$ cat src/rtl/gray_counter_param.sv
// Parametrised up/down Gray-code counter with parallel Gray load, terminal-count
// flag, wrap pulse and optional saturation. Both count outputs come straight from registers.
module gray_counter_param #(
  parameter int          WIDTH    = 8,
  parameter bit          SATURATE = 1'b0,
  parameter int unsigned INIT_BIN = 0
) (
  input  logic             clk,
  input  logic             rst_n,
  input  logic             enable,
  input  logic             up_dn,
  input  logic             load,
  input  logic [WIDTH-1:0] load_gray,
  output logic [WIDTH-1:0] gray_out,
  output logic [WIDTH-1:0] bin_out,
  output logic             tc,
  output logic             wrap
);

  localparam logic [WIDTH-1:0] INIT_VAL  = WIDTH'(INIT_BIN);
  localparam logic [WIDTH-1:0] INIT_GRAY = INIT_VAL ^ (INIT_VAL >> 1);

  logic [WIDTH-1:0] bin;
  logic [WIDTH-1:0] gry;
  logic             wrap_q;
  logic [WIDTH-1:0] bin_d;
  logic [WIDTH-1:0] gry_d;
  logic             wrap_d;
  logic [WIDTH-1:0] step_val;
  logic             terminal;

  function automatic logic [WIDTH-1:0] gray_to_bin(input logic [WIDTH-1:0] g);
    logic [WIDTH-1:0] b;
    b = '0;
    b[WIDTH-1] = g[WIDTH-1];
    for (int i = WIDTH - 2; i >= 0; i--) begin
      b[i] = b[i+1] ^ g[i];
    end
    return b;
  endfunction

  // Gray value is derived from the same next-binary value, so both registers move together.
  always_comb begin
    terminal = up_dn ? (bin == '1) : (bin == '0);
    step_val = up_dn ? (bin + WIDTH'(1)) : (bin - WIDTH'(1));
    bin_d    = bin;
    gry_d    = gry;
    wrap_d   = 1'b0;
    if (load) begin
      bin_d = gray_to_bin(load_gray);
      gry_d = load_gray;
    end else if (enable && !(SATURATE && terminal)) begin
      bin_d  = step_val;
      gry_d  = step_val ^ (step_val >> 1);
      wrap_d = terminal;
    end
  end

  always_ff @(posedge clk) begin
    if (!rst_n) begin
      bin    <= INIT_VAL;
      gry    <= INIT_GRAY;
      wrap_q <= 1'b0;
    end else begin
      bin    <= bin_d;
      gry    <= gry_d;
      wrap_q <= wrap_d;
    end
  end

  assign bin_out  = bin;
  assign gray_out = gry;
  assign wrap     = wrap_q;
  assign tc       = terminal;

endmodule

$ cat config.mk
export PLATFORM = sky130hd
export DESIGN_NAME = gray_counter_param
export DESIGN_NICKNAME = d
export VERILOG_FILES = /design/src/rtl/gray_counter_param.sv
export SDC_FILE = /design/constraint.sdc
export NUM_CORES = 1
export LEC_CHECK = 0
export ABC_AREA = 0
export BUFFER_PORTS_ARGS = -buffer_cell sky130_fd_sc_hd__buf_2
export CORE_UTILIZATION = 45
export DETAILED_ROUTE_END_ITERATION = 8
export PLACE_DENSITY = 0.75
export SYNTH_ARGS = -nofsm -noshare
export SYNTH_HDL_FRONTEND = slang
export SYNTH_SLANG_ARGS = --single-unit
$ cat constraint.sdc
create_clock -name clk -period 3.6 [get_ports clk]
set_input_delay 0.36 -clock clk [delete_from_list [all_inputs] [get_ports clk]]
set_output_delay 0.36 -clock clk [all_outputs]
set_load 0.005 [all_outputs]
# Yosys cells after proc, flatten, opt, wreduce, memory -nomap -nowiden

Index checks and enable logic that the tools add are counted.

Register bits: 17
Input bits: 13
Output and inout port bits: 18

Add/subtract/negate cells: 2
Eq/ne operators: 1
Muxes and demuxes: 6
Bitwise gates (word level): 10
Reduce and logical (&&, ||, !) cells: 3

Operators by type and width:

| kind                                                               | number |
|---|---|
| 8-bit two-way mux                                                  | 5 |
| 8-bit by 1-bit adder with 8-bit output, second input constant      | 1 |
| 8-bit equality test, second input constant                         | 1 |
| 8-bit logical NOT                                                  | 1 |
| 8-bit by 1-bit subtractor with 8-bit output, second input constant | 1 |
| 8-bit by 7-bit XOR with 8-bit output                               | 1 |
| 1-bit XOR                                                          | 7 |
| 3-bit OR reduction                                                 | 1 |
| 1-bit NOT                                                          | 2 |
| 2-bit nonzero test                                                 | 1 |
| 1-bit two-way mux                                                  | 1 |

# Logic depth before layout (Yosys ltp)

Depth in word-level cells: 8
Gate-level depth with buffers: 9
Gate-level depth less buffers: 8

# Worst setup path after synthesis

Ideal clock, no wire load.

Path type: register -> register
Start point: reg bin[0], in the netlist bin_out[0]
End point: reg gry[6], in the netlist gray_out[6]
Library setup time: 78 ps
Arrival: 2120 ps
Data required time: 3522 ps
Setup slack: 1402 ps
Stages on the path, launching flop included: 10
Path buffers: 1
Period minus slack after synthesis: 2198 ps
Cells stage by stage: dfxtp_1 -> buf_6 -> inv_1 -> fa_1 -> nand2b_1 -> a2111oi_0 -> a211oi_1 -> and2_1 -> mux2_2 -> nor3_1

Longest elaborated chain between the ends: 5
Elaborated cells between the ends (all ways): 6
Classes of those cells: add/sub (2); mux (3); bitwise (1)

Ends and longest elaborated chain:

| item                                                                                                  | line | text |
|---|---|---|
| from (decl)                                                                                           | 23   | `logic [WIDTH-1:0] bin;` |
| from (signal assigned)                                                                                | 65   | `bin <= bin_d;` |
| 8-bit by 1-bit subtractor with 8-bit output or 8-bit by 1-bit adder with 8-bit output (tied branches) | 45   | `step_val = up_dn ? (bin + WIDTH'(1)) : (bin - WIDTH'(1));` |
| 8-bit two-way mux *                                                                                   | 45   |  |
| 8-bit by 7-bit XOR with 8-bit output *                                                                | 54   | `gry_d = step_val ^ (step_val >> 1);` |
| 8-bit two-way mux *                                                                                   | 52   | `end else if (enable && !(SATURATE && terminal)) begin` |
| 8-bit two-way mux *                                                                                   | 49   | `if (load) begin` |
| to (signal assigned)                                                                                  | 66   | `gry <= gry_d;` |
| to (decl)                                                                                             | 24   | `logic [WIDTH-1:0] gry;` |

Every way passes the cells marked *; elsewhere a longest branch is shown, timed or not. The select of a mux whose other input is x is not followed.
A chain may end at the register's enable or synchronous reset.

# Final worst setup path

Same ends and word-level chain as after synthesis.

==> Flow_metrics.wiki <==
{| class="wikitable"
! Metric !! Value
|-
| Std cell rows || 18
|-
| Pwr per Cell Area || 460 nW/um^2
|-
| Count of buffering cells on the critical path with inverters included || 1
|-
| Antenna Nets Post-Route || 0
|-
| HPWL reported at the end of detailed placement || 2.16 mm
|-
| Uppermost routed layer || met4
|-
| Largest stage delay on the critical path || 0.55 ns
|-
| Overflow left after global routing || 0
|-
| Number of synthesis warnings || 0
|-
| Mean area per synthesized cell || 8.53 sq um
|-
| Worst Clk Skew || 0.00995 ns
|-
| Clock buffers created by TritonCTS || 3
|-
| Final Max Tran Viols || 0
|-
| CP Launch Type || flip-flop
|-
| # IOs || 31
|-
| Count of unresolved DRC violations after routing || 0
|-
| Met2 layer wire length in the routed design || 1.35 mm
|-
| Max-cap violations || 0
|-
| Post-synth EDFFs || 0
|-
| Period utilisation layout || 0.702
|-
| Number of levels the H-tree was split into || 1
|-
| Layout fillers || 233
|-
| Leakage power of the design || 0.000627 uW
|-
| Routed via count || 1122
|-
| Crit path time final || 2.53 ns
|-
| Post-CTS Hold Buffers || 0
|-
| Clock root cell || clkbuf_4
|-
| Largest net degree at the start of global routing || 24
|-
| Setup repair after global routing missed its margin || no
|-
| Final TNS setup || 0 ns
|-
| Required time reported for the critical path endpoint || 3.82 ns
|-
| Share of cells above drive strength 1 || 0.250
|-
| Worst VDD drop || 0.295 mV
|-
| Post-synthesis sequential area ratio || 0.266
|-
| Post_cts resized || 0
|-
| M1 wire length || 1.26 mm
|-
| Highest net fanout along the worst path || 8
|-
| Wire length of the first global-routing pass || 4.62 mm
|-
| Port bufs || 30
|-
| Number of vias per cell after detailed routing || 5.67
|-
| Status || finished clean
|-
| Number of antenna repair diodes || 0
|-
| Count of endpoints failing hold in the final timing report || 0
|-
| Highest attainable clock frequency || 395 MHz
|-
| Critical path data arrival time || 2.75 ns
|-
| Vias in the first global route || 1039
|-
| Final net count || 189
|-
| Final Setup Violations || 0
|-
| Max Buffers Root-to-Sink || 2
|-
| Number of distinct library cell variants in the gate-level netlist after synthesis || 42
|-
| Synth-to-layout area growth || 15.5%
|-
| Skew-Pair Late Insertion Delay || 0.29 ns
|-
| Chip height || 53.7 microns
|-
| Starting density of the core || 0.481
|-
| Slowest stage cell on the critical path || dfxtp_1
|-
| Initial antenna violation count || 0
|-
| First-pass iteration count of the detailed router || 4
|-
| Post-synthesis net count || 161
|-
| Primary FF master, synth || dfxtp_1
|-
| Largest delay share family, worst path || compound AO/OA/AOI/OAI gates
|-
| Post-synthesis instance area || 1200 sq um
|-
| Clock tree from TritonCTS || built
|-
| Sort of element at the end of the critical path || flip-flop
|-
| Overall routing resource usage || 0.222
|-
| Slew headroom || 0.655
|-
| Count of buffers added by post-CTS timing repair for setup || 0
|-
| Critical path class || flip-flop to flip-flop
|-
| Post-DR wirelength/cell || 14.0 microns
|-
| Synth Instances || 141
|-
| FF+latch count, synth || 16
|-
| Crit-path cells || inv_1 > fa_1 > nand2b_1 > a2111oi_0 > a211oi_1 > and2_1 > mux2_2 > nor3_1
|-
| Starting DRC count in detailed routing || 35
|-
| Clock input transition at the sequential cells of the worst setup and hold paths || 0.10 ns
|-
| Hold Path Class || input port to flip-flop
|-
| Die area || 2880 sq um
|-
| Post-synth ARST share || 0
|-
| Met3 wire len || 151 microns
|-
| Die width || 53.7 microns
|-
| Total Wirelength || 2.77 mm
|-
| Final estimated routing congestion in global placement || 0.842
|-
| Slew at the pin closest to its max-slew limit || 0.515 ns
|-
| Overall power || 639 uW
|-
| Core Area || 2500 sq um
|-
| Clock Sinks || 16
|}
-- cell usage in the layout, fill, tap and decap left out, types with 2 or more instances in the layout --
cell type  netlist  routed
inv_1            7       7
a221oi_1         2       2
ha_1             6       6
dfxtp_1         16      16
xor2_1           7       7
a21oi_1          8       8
a211oi_1        11      11
buf_2            0      30
nand3_1          4       4
nand4_1          2       2
clkbuf_4         0       3
nand2b_1         3       3
nand2_1          5       5
nor3_1           5       5
o31ai_1          2       2
xnor2_1         11      11
a21o_1           2       2
o21ai_0          6       6
mux2i_1          3       3
nor2_1          14      14
-- state kept, by name (all words and copies together), names as in the netlist --
name      cells
bin_out       8
gray_out      7
wrap          1
-- synth_stat cells, drive strengths merged (4+ instances only) --
master	instances	area [sq um]
dfxtp	16	320
nor2	14	52.6
a211oi	12	95.1
xnor2	12	113
a21oi	8	40.0
xor2	8	77.6
inv	7	26.3
o21ai	7	35.0
ha	6	75.1
nand2	5	18.8
nor3	5	25.0
buf	4	26.3
nand3	4	20.0
-- worst min-delay path: stages --
cell and delay (ns):
buf_2 0.10, a21oi_1 0.07, nor2_1 0.07
-- cell type report --
type | count | area, sq um | area share
multi-input cells | 111 | 818 | 0.589
flip-flops and latches | 16 | 320 | 0.231
repair buffers | 30 | 150 | 0.108
well taps | 30 | 37.5 | 0.0270
clock buffers | 4 | 36.3 | 0.0261
inverters | 7 | 26.3 | 0.0189
-- worst paths after layout --
kind / start / endpoint / slack [ns] / cells after the start
setup / recovery: bin_out[0] / gray_out[6] / 1.07 / 8
hold reg to reg: gray_out[4] / gray_out[4] / 0.56 / 2
setup reg to reg: bin_out[0] / gray_out[6] / 1.07 / 8
hold / removal: load_gray[0] / gray_out[0] / 0.33 / 3
-- routing by layer --
metal  GRT usage  vias to the layer above
li1            -                      562
met1       0.267                      523
met2       0.385                       35
met3      0.0480                        2
met4      0.0746                        0
met5           0                        -
-- where the power goes --
| part | switching [uW] | internal (uW) | total [uW] | leakage [uW] |
|---|---|---|---|---|
| logic | 154 | 139 | 293 | 0.000473 |
| clock network | 59.0 | 61.6 | 121 | 0.0000210 |
| registers | 25.5 | 200 | 225 | 0.000133 |
| total | 239 | 401 | 639 | 0.000627 |
-- logic make-up (layout without fill, tap and decap cells) --
logic type	after synthesis	after routing	share of synthesized area
multiplexers	4	4	0.0343
XOR/XNOR	21	21	0.178
AND/OR/NAND/NOR	40	40	0.163
flip-flops	16	16	0.266
AO/OA/AOI/OAI	39	39	0.226
adder cells (fa/ha/maj)	7	7	0.0791
buffers and inverters	14	41	0.0531
-- through the flow --
stage	hold WS [ns]	util	area, sq um	worst slack, ns	instances
after global placement	0.525	0.541	1350	1.20	194
final	0.330	0.556	1390	1.07	198
after global routing	0.335	0.556	1390	0.847	198
after detailed placement	0.526	0.541	1350	1.12	194
after floorplan	0.499	-	1200	1.40	141
after CTS	0.325	0.556	1390	1.09	198
Power figures use the tool's default switching activity.
